**config.mk**
```make
export PLATFORM = sky130hd
export DESIGN_NAME = pmem_arbiter
export DESIGN_NICKNAME = d
export VERILOG_FILES = /design/src/rtl/pmem_arbiter.sv
export SDC_FILE = /design/constraint.sdc
export NUM_CORES = 1
export LEC_CHECK = 0
export BUFFER_PORTS_ARGS = -buffer_cell sky130_fd_sc_hd__buf_2
export CORE_AREA = 4 4 546 548
export DETAILED_ROUTE_END_ITERATION = 16
export DIE_AREA = 0 0 550 552
export HOLD_SLACK_MARGIN = 0.03
export SLEW_MARGIN = 20
export SYNTH_ARGS = -nofsm -noshare
export SYNTH_HDL_FRONTEND = slang
export SYNTH_SLANG_ARGS = --single-unit
```
**constraint.sdc**
```tcl
create_clock -name clk -period 2.1 [get_ports clk]
set_input_delay 0.42 -clock clk [delete_from_list [all_inputs] [get_ports clk]]
set_output_delay 0.42 -clock clk [all_outputs]
set_load 0.005 [all_outputs]
```
**src/rtl/pmem_arbiter.sv**
```systemverilog
// pmem_arbiter: shares one physical-memory port between an instruction-side
// requester and a data-side requester. One transaction is granted at a time
// and held until pmem_resp. Simultaneous requests alternate priority. A sticky
// err flag marks a granted transaction that has waited TIMEOUT cycles.
module pmem_arbiter #(
    parameter int ADDR_W  = 32,
    parameter int DATA_W  = 256,
    parameter int TIMEOUT = 1024
) (
    input  logic              clk,
    input  logic              rst,
    // instruction side
    input  logic              i_read,
    input  logic [ADDR_W-1:0] i_address,
    output logic [DATA_W-1:0] i_rdata,
    output logic              i_resp,
    // data side
    input  logic              d_read,
    input  logic              d_write,
    input  logic [ADDR_W-1:0] d_address,
    input  logic [DATA_W-1:0] d_wdata,
    output logic [DATA_W-1:0] d_rdata,
    output logic              d_resp,
    // physical memory
    output logic              pmem_read,
    output logic              pmem_write,
    output logic [ADDR_W-1:0] pmem_address,
    output logic [DATA_W-1:0] pmem_wdata,
    input  logic [DATA_W-1:0] pmem_rdata,
    input  logic              pmem_resp,
    // sticky timeout flag
    output logic              err
);

    typedef enum logic [1:0] {
        IDLE  = 2'd0,
        GNT_I = 2'd1,
        GNT_D = 2'd2
    } state_t;

    // The wait counter is 16 bits; a 17-bit threshold keeps the comparison
    // well defined even for TIMEOUT values at the top of the counter range.
    localparam logic [16:0] TIMEOUT_W = 17'(TIMEOUT);
    localparam logic [15:0] CNT_MAX   = 16'hFFFF;

    state_t      state_q, state_d;
    logic        last_grant_q, last_grant_d;   // 0 = I served last, 1 = D
    logic [15:0] cnt_q, cnt_d;
    logic        err_q, err_d;

    logic        i_req;
    logic        d_req;

    assign i_req = i_read;
    assign d_req = d_read | d_write;
    assign err   = err_q;

    // Next-state, wait counter, sticky error and all port outputs.
    always_comb begin
        state_d      = state_q;
        last_grant_d = last_grant_q;
        cnt_d        = cnt_q;
        err_d        = err_q;
        i_rdata      = '0;
        i_resp       = 1'b0;
        d_rdata      = '0;
        d_resp       = 1'b0;
        pmem_read    = 1'b0;
        pmem_write   = 1'b0;
        pmem_address = '0;
        pmem_wdata   = '0;

        case (state_q)
            IDLE: begin
                // Stray pmem_resp is ignored here; only new requests matter.
                if (i_req && d_req) begin
                    state_d = last_grant_q ? GNT_I : GNT_D;
                end else if (i_req) begin
                    state_d = GNT_I;
                end else if (d_req) begin
                    state_d = GNT_D;
                end
                if (state_d != IDLE) begin
                    cnt_d = '0;
                end
            end
            GNT_I: begin
                pmem_read    = 1'b1;
                pmem_address = i_address;
                i_rdata      = pmem_rdata;
                i_resp       = pmem_resp;
                if (pmem_resp) begin
                    state_d      = IDLE;
                    last_grant_d = 1'b0;
                end else if (cnt_q != CNT_MAX) begin
                    cnt_d = cnt_q + 16'd1;
                end
            end
            GNT_D: begin
                // Strobes follow the live inputs; a simultaneous read and
                // write is treated as a write with no read data returned.
                pmem_read    = d_read & ~d_write;
                pmem_write   = d_write;
                pmem_address = d_address;
                pmem_wdata   = d_wdata;
                d_rdata      = (d_read & d_write) ? '0 : pmem_rdata;
                d_resp       = pmem_resp;
                if (pmem_resp) begin
                    state_d      = IDLE;
                    last_grant_d = 1'b1;
                end else if (cnt_q != CNT_MAX) begin
                    cnt_d = cnt_q + 16'd1;
                end
            end
            default: begin
                state_d = IDLE;
            end
        endcase

        if ((state_q != IDLE) && !pmem_resp && ({1'b0, cnt_d} >= TIMEOUT_W)) begin
            err_d = 1'b1;
        end
    end

    // State, priority, counter and error registers with synchronous reset.
    always_ff @(posedge clk) begin
        if (rst) begin
            state_q      <= IDLE;
            last_grant_q <= 1'b0;
            cnt_q        <= '0;
            err_q        <= 1'b0;
        end else begin
            state_q      <= state_d;
            last_grant_q <= last_grant_d;
            cnt_q        <= cnt_d;
            err_q        <= err_d;
        end
    end

endmodule
```
==> results_dict.tcl, run 1 <==
set metrics [dict create \
    coreArea_um2 293000 \
    ant_nets 0 \
    yosysTopAreaCell "and2_1" \
    clock_path_buffers 2 \
    powerDensity_nw_per_um2 400 \
    first_global_vias 14000 \
    gp_congestion 1.27 \
    drtIter0Drc 1289 \
    hold_path.class "reg2reg" \
    clock_latency_ps 260 \
    syn_nets 1687 \
    cts.sinks 20 \
    htree_levels 1 \
    area_growth_pct 254 \
    layout.nets 3108 \
    ir_drop_v 0.000237 \
    route.detailed.wl_per_inst_um 41.3 \
    clock.fmax_ghz 0.425 \
    clkSlewWorstSetupHoldPaths_ps 60 \
    dr.pass1.iters 5 \
    hold_ws_ps 540 \
    yosys_warnings 0 \
    rows 199 \
    placed_cell_area_um2 21800 \
    crit_path_max_incr_delay_ps 360 \
    design_area_um2 24700 \
    synthTopCellsByArea "and2_1 (69%), dfxtp_1 (5.7%), clkbuf_1 (5.4%)" \
    tightest_slew_ps 558 \
    period_minus_slack_ps 2350 \
    synthCells 1100 \
    path_delay_family "buffers and inverters" \
    fin_ws_ps -253 \
    crit_required_ps 1680 \
    yosysTopAreaCellShare 0.689 \
    overflow 0 \
    syn_area_um2 6990 \
    path_class "reg2out" \
    path_cells "inv_4, ha_4, a21boi_4, buf_12, buf_16, buf_12, clkbuf_16, and2_1, buf_2" \
    hold_viol_final 0 \
    die-width_um 550 \
    final.setup_skew_ps 3.60 \
    post-dp-hpwl_um 254000 \
    seq_area_frac_synth 0.0573 \
    synthFlopType "dfxtp_1" \
    total_power_uw 9910 \
    async_reset_ff_frac 0 \
    grt_use_total 0.167 \
    status "complete, but fails checks" \
    drv_slew 0 \
    cpMaxStageDelayCell "dfxtp_2" \
    num_vias 16700 \
    synth_enable_flop_cells 0 \
    fin_crit_sh 1.12 \
    cp.buffers_inverters 6 \
    critPathMostFrequentCell "buf_12" \
    die_y_um 552 \
    placement.io_buffers 1386 \
    post-place-ws_ps -227 \
    utilization 0.0844 \
    violations "setup timing" \
    synth.most_common_cell "and2_1" \
    grt_max_degree 51 \
    n_fill_cell 34300 \
    ys_top_cells_by_count "and2_1 (770), clkbuf_1 (100), nor2b_1 (37), a22oi_1 (35), nor2_1 (23)" \
    drc_errors 0 \
    ys_ff_latch 20 \
    cts_hold_buffers 0 \
    rsz0062_at_grt "true" \
    drive_gt1_frac 0.668 \
    cts_tree "yes" \
    slew_headroom 0.625 \
    path_max_fanout 6 \
    io_pins 1387 \
    setup_viol 682 \
    critPathLaunchType "flop" \
    vias_per_cell 2.52 \
    numCtsBuffers 3 \
    drv_cap 0 \
    grt_pass1_wl_um 296000 \
    clock-root-buffer "clkbuf_16" \
    antenna_found_initial 369 \
    routed_wl_um 274000 \
    initial_utilization 0.0238 \
    leakagePower_uw 0.0112 \
    crit_arrival_ps 1930 \
    ys_types 51 \
    dieArea_um2 304000 \
    syn_area_per_cell_um2 6.35 \
    end_kind "output pin" \
]
final cells by class:
type,instances,area (um2),area share
Inverter,5,23.8,0.000961
Timing Repair Buffer,1520,12200,0.494
Tap cell,3919,4900,0.198
Clock buffer,4,100,0.00405
Sequential cell,20,407,0.0164
Antenna cell,195,488,0.0197
Multi-Input combinational cell,971,6590,0.267
layer usage:
metal | vias up | GRT usage | routed length, um
met3 | 549 | 0.112 | 44700
met2 | 1829 | 0.257 | 117000
met1 | 7668 | 0.188 | 101000
li1 | 6541 | - | -
met5 | - | 0 | 1020
met4 | 114 | 0.0407 | 10300
registers in the layout (all words and copies together), names as in the netlist:
register      count
cnt_q            16
err               1
last_grant_q      1
state_q           2
worst paths after layout:
| kind | start | endpoint | slack, ps | cells after the start |
|---|---|---|---|---|
| worst max-delay path | state_q[0] | d_rdata[63] | -250 | 9 |
| worst min-delay path | last_grant_q | last_grant_q | 540 | 2 |
| worst max register to register | state_q[0] | err | -190 | 10 |
| worst min register to register | last_grant_q | last_grant_q | 540 | 2 |
worst reg2reg max path, delay by kind of cell, from the launching register on:
kind / cells / cell delay [ps]
fa+ha+maj: 1 / 150
simple gates: 4 / 920
buf+inv: 3 / 330
compound gates: 2 / 470
flops: 1 / 340
power breakdown:
part	total [uW]	switching [uW]	internal [uW]
sequential	407	14.9	392
clock	492	161	331
combinational	9010	5060	3940
total	9910	5240	4670
cell families (layout without fill, tap and decap cells):
logic type,count (synthesis),after routing,share of synthesized area
and+or+nand+nor,886,886,0.789
buffers and inverters,109,1529,0.0593
adders and majority gates,5,5,0.00895
DFF,20,20,0.0573
muxes,4,4,0.00627
AOI/OAI and AO/OA,76,76,0.0788
other,0,195,0
layout by cell type, fill, tap and decap left out, types with 2 or more instances in the layout:
cell,n
nand2_1,12
nor3_1,9
a211oi_1,3
buf_8,14
buf_16,17
ha_4,3
a21oi_1,11
and3_1,2
dfxtp_1,17
nand4_2,2
diode_2,195
dfxtp_2,2
a22oi_2,6
o21ai_0,6
buf_2,1084
o41ai_1,2
clkbuf_16,25
and2_1,647
a22oi_1,29
and2_4,122
nor2_1,23
mux2_2,3
buf_12,184
nand2b_1,4
a31oi_1,4
clkbuf_4,6
nor2b_1,35
nand3_1,8
inv_4,2
a41oi_1,2
buf_4,91
buf_6,102
nand3b_1,2
nor4_2,2
inv_1,3
a221oi_1,3
per-stage QoR:
step | instances | TNS [ps]
after global placement | 6382 | -552
after detailed placement | 6382 | -695
after floorplan | 1100 | -7.16
final | 6634 | -70790
after CTS | 6403 | -77290
after global routing | 6581 | -105720
what timing repair did:
| item | CTS | global route |
|---|---|---|
| cloned | 7 | 24 |
| resized for setup | 112 | 281 |
| setup buffers | 10 | 14 |
| setup endpoints to repair | 647 | 724 |
| pin swaps | 14 | 21 |
(Power assumes the default switching activity.)
==> run 2: changes to the inputs <==
- SETUP_SLACK_MARGIN: unset -> 0.4
==> run 2 against run 1 <==
  * The run still ends with setup timing left
  * Setup slack worse by 56 ps
  * Maximum frequency is 2.3% lower
  * Hold slack worse by 32 ps
  * Largest cell class unchanged
==> results_dict.tcl, run 2 (synthesis gave the netlist of run 1 again) <==
set metrics [dict create \
    crit_required_ps 1680 \
    rsz0062_at_grt "true" \
    drv_slew 0 \
    num_vias 17000 \
    ant_nets 0 \
    design_area_um2 26900 \
    status "complete, but fails checks" \
    post-dp-hpwl_um 234000 \
    clock.fmax_ghz 0.415 \
    vias_per_cell 2.51 \
    htree_levels 1 \
    multi_input_area_um2 6970 \
    clock_latency_ps 270 \
    n_fill_cell 34200 \
    drive_gt1_frac 0.721 \
    top_regs "cnt_q: 16 flops, state_q: 2 flops" \
    largest_reg_flops 16 \
    area_growth_pct 285 \
    power.switching_uw 5480 \
    grt_pass1_wl_um 288000 \
    numCtsBuffers 3 \
    slew_headroom 0.643 \
    regToRegSetupSlack_ps -60 \
    ff2ff_path_depth 10 \
    ir_drop_v 0.000278 \
    worstHoldStart "i_read" \
    tightest_slew_ps 536 \
    coreArea_um2 293000 \
    die-width_um 550 \
    placed_cell_area_um2 21700 \
    clock_power_share 0.041 \
    critPathLaunchType "flop" \
    grt_use_total 0.160 \
    leakagePower_uw 0.0121 \
    r2r-start "state_q[0]" \
    initial_utilization 0.0238 \
    hold_path.class "in2reg" \
    path_class "reg2out" \
    first_global_vias 14600 \
    pwr-share-seq 0.036 \
    hold-path-endpoint "state_q[0]" \
    p_int_uw 5510 \
    mostFrequentLayoutCells "buf_2 (1064), and2_1 (571), and2_4 (199)" \
    hold_ws_ps 508 \
    overflow 0 \
    fin_ws_ps -308 \
    cts_hold_buffers 0 \
    clkSlewWorstSetupHoldPaths_ps 70 \
    dieArea_um2 304000 \
    powerDensity_nw_per_um2 409 \
    regMostFlops "cnt_q" \
    gp_congestion 1.08 \
    regArea_um2 414 \
    setup_viol 743 \
    die_y_um 552 \
    placement.io_buffers 1386 \
    violations "setup timing" \
    period_minus_slack_ps 2410 \
    clock-root-buffer "clkbuf_16" \
    layout.nets 3200 \
    route.detailed.wl_per_inst_um 38.5 \
    drtIter0Drc 1116 \
    total_power_uw 11000 \
    fin_crit_sh 1.15 \
    switching_share 0.498 \
    io_pins 1387 \
    comb_power_share 0.923 \
    rows 199 \
    final_common_cell "buf_2" \
    min_path_cells 3 \
    cts.sinks 20 \
    reg2reg_to "err" \
    end_kind "output pin" \
    clock_path_buffers 2 \
    drc_errors 0 \
    routed_wl_um 260000 \
    crit_arrival_ps 1990 \
    cts_tree "yes" \
    grt_max_degree 35 \
    drv_cap 0 \
    final.setup_skew_ps 4.39 \
    path_max_fanout 8 \
    hold_viol_final 0 \
    dr.pass1.iters 5 \
    antenna_found_initial 368 \
]
## run 2: changes by cell type in the layout (fill, tap and decap cells not counted), moves of 28 or more
cell and change:
and2_4 +77, and2_1 -76, buf_6 +45, buf_16 +37, buf_4 +36, diode_2 +28
## run 2: layout make-up
class	count	area share
timing repair buffer	1612	0.518
multi-input combinational	971	0.259
tap	3919	0.182
antenna	223	0.0208
sequential	20	0.0154
clock buffer	4	0.00293
inverter	5	0.000791
## run 2: how the worst max path moves through the flow
stage | start | end | cells past startpoint
6_report | state_q[1] | i_rdata[133] | 10
5_1_grt | state_q[0] | d_rdata[206] | 9
4_1_cts | state_q[1] | i_rdata[145] | 10
3_5_place_dp | d_read | err | 7
3_3_place_gp | d_read | d_rdata[136] | 7
2_1_floorplan | state_q[1] | err | 8
## run 2: what timing repair did
action / in CTS / in global routing
cloned: 45 / 23
pin swaps: 9 / 39
buffers inserted: 41 / 21
endpoints found under the setup margin: 821 / 822
resized for setup: 325 / 261
## run 2: per-layer routing
metal,up-vias,global-route usage,part of all wire
li1,6758,-,-
met1,7824,0.179,0.37
met2,1642,0.243,0.43
met3,562,0.109,0.16
met4,200,0.0497,0.037
met5,-,0,0.0054
## run 2: power groups by stage
| stage | Combinational (uW) | Clock [uW] | Sequential (uW) |
|---|---|---|---|
| 4_1_cts | 9390 | 461 | 400 |
| 6_report | 10100 | 446 | 401 |
| 2_1_floorplan | 1830 | 0 | 413 |
| 5_1_grt | 10600 | 473 | 402 |
| 3_3_place_gp | 7420 | 0 | 411 |
| 3_5_place_dp | 7410 | 0 | 411 |
## run 2: per-stage QoR
| step | instances | setup TNS [ps] | setup WS (ps) | utilization |
|---|---|---|---|---|
| after floorplan | 1100 | -7.15 | -7.15 | - |
| after global placement | 6397 | -20860 | -207 | 0.0742 |
| after detailed placement | 6397 | -22020 | -214 | 0.0742 |
| after CTS | 6487 | -138790 | -307 | 0.0842 |
| after global routing | 6702 | -167540 | -345 | 0.0913 |
| final | 6754 | -124500 | -308 | 0.0917 |
## run 2: critical path: stages, from the launching register on
cell     delay [ps]
dfxtp_4         380
inv_4            40
buf_6           110
ha_4            150
buf_12          150
buf_12          150
buf_16          150
buf_12          140
buf_16          130
and2_4          140
buf_12          130
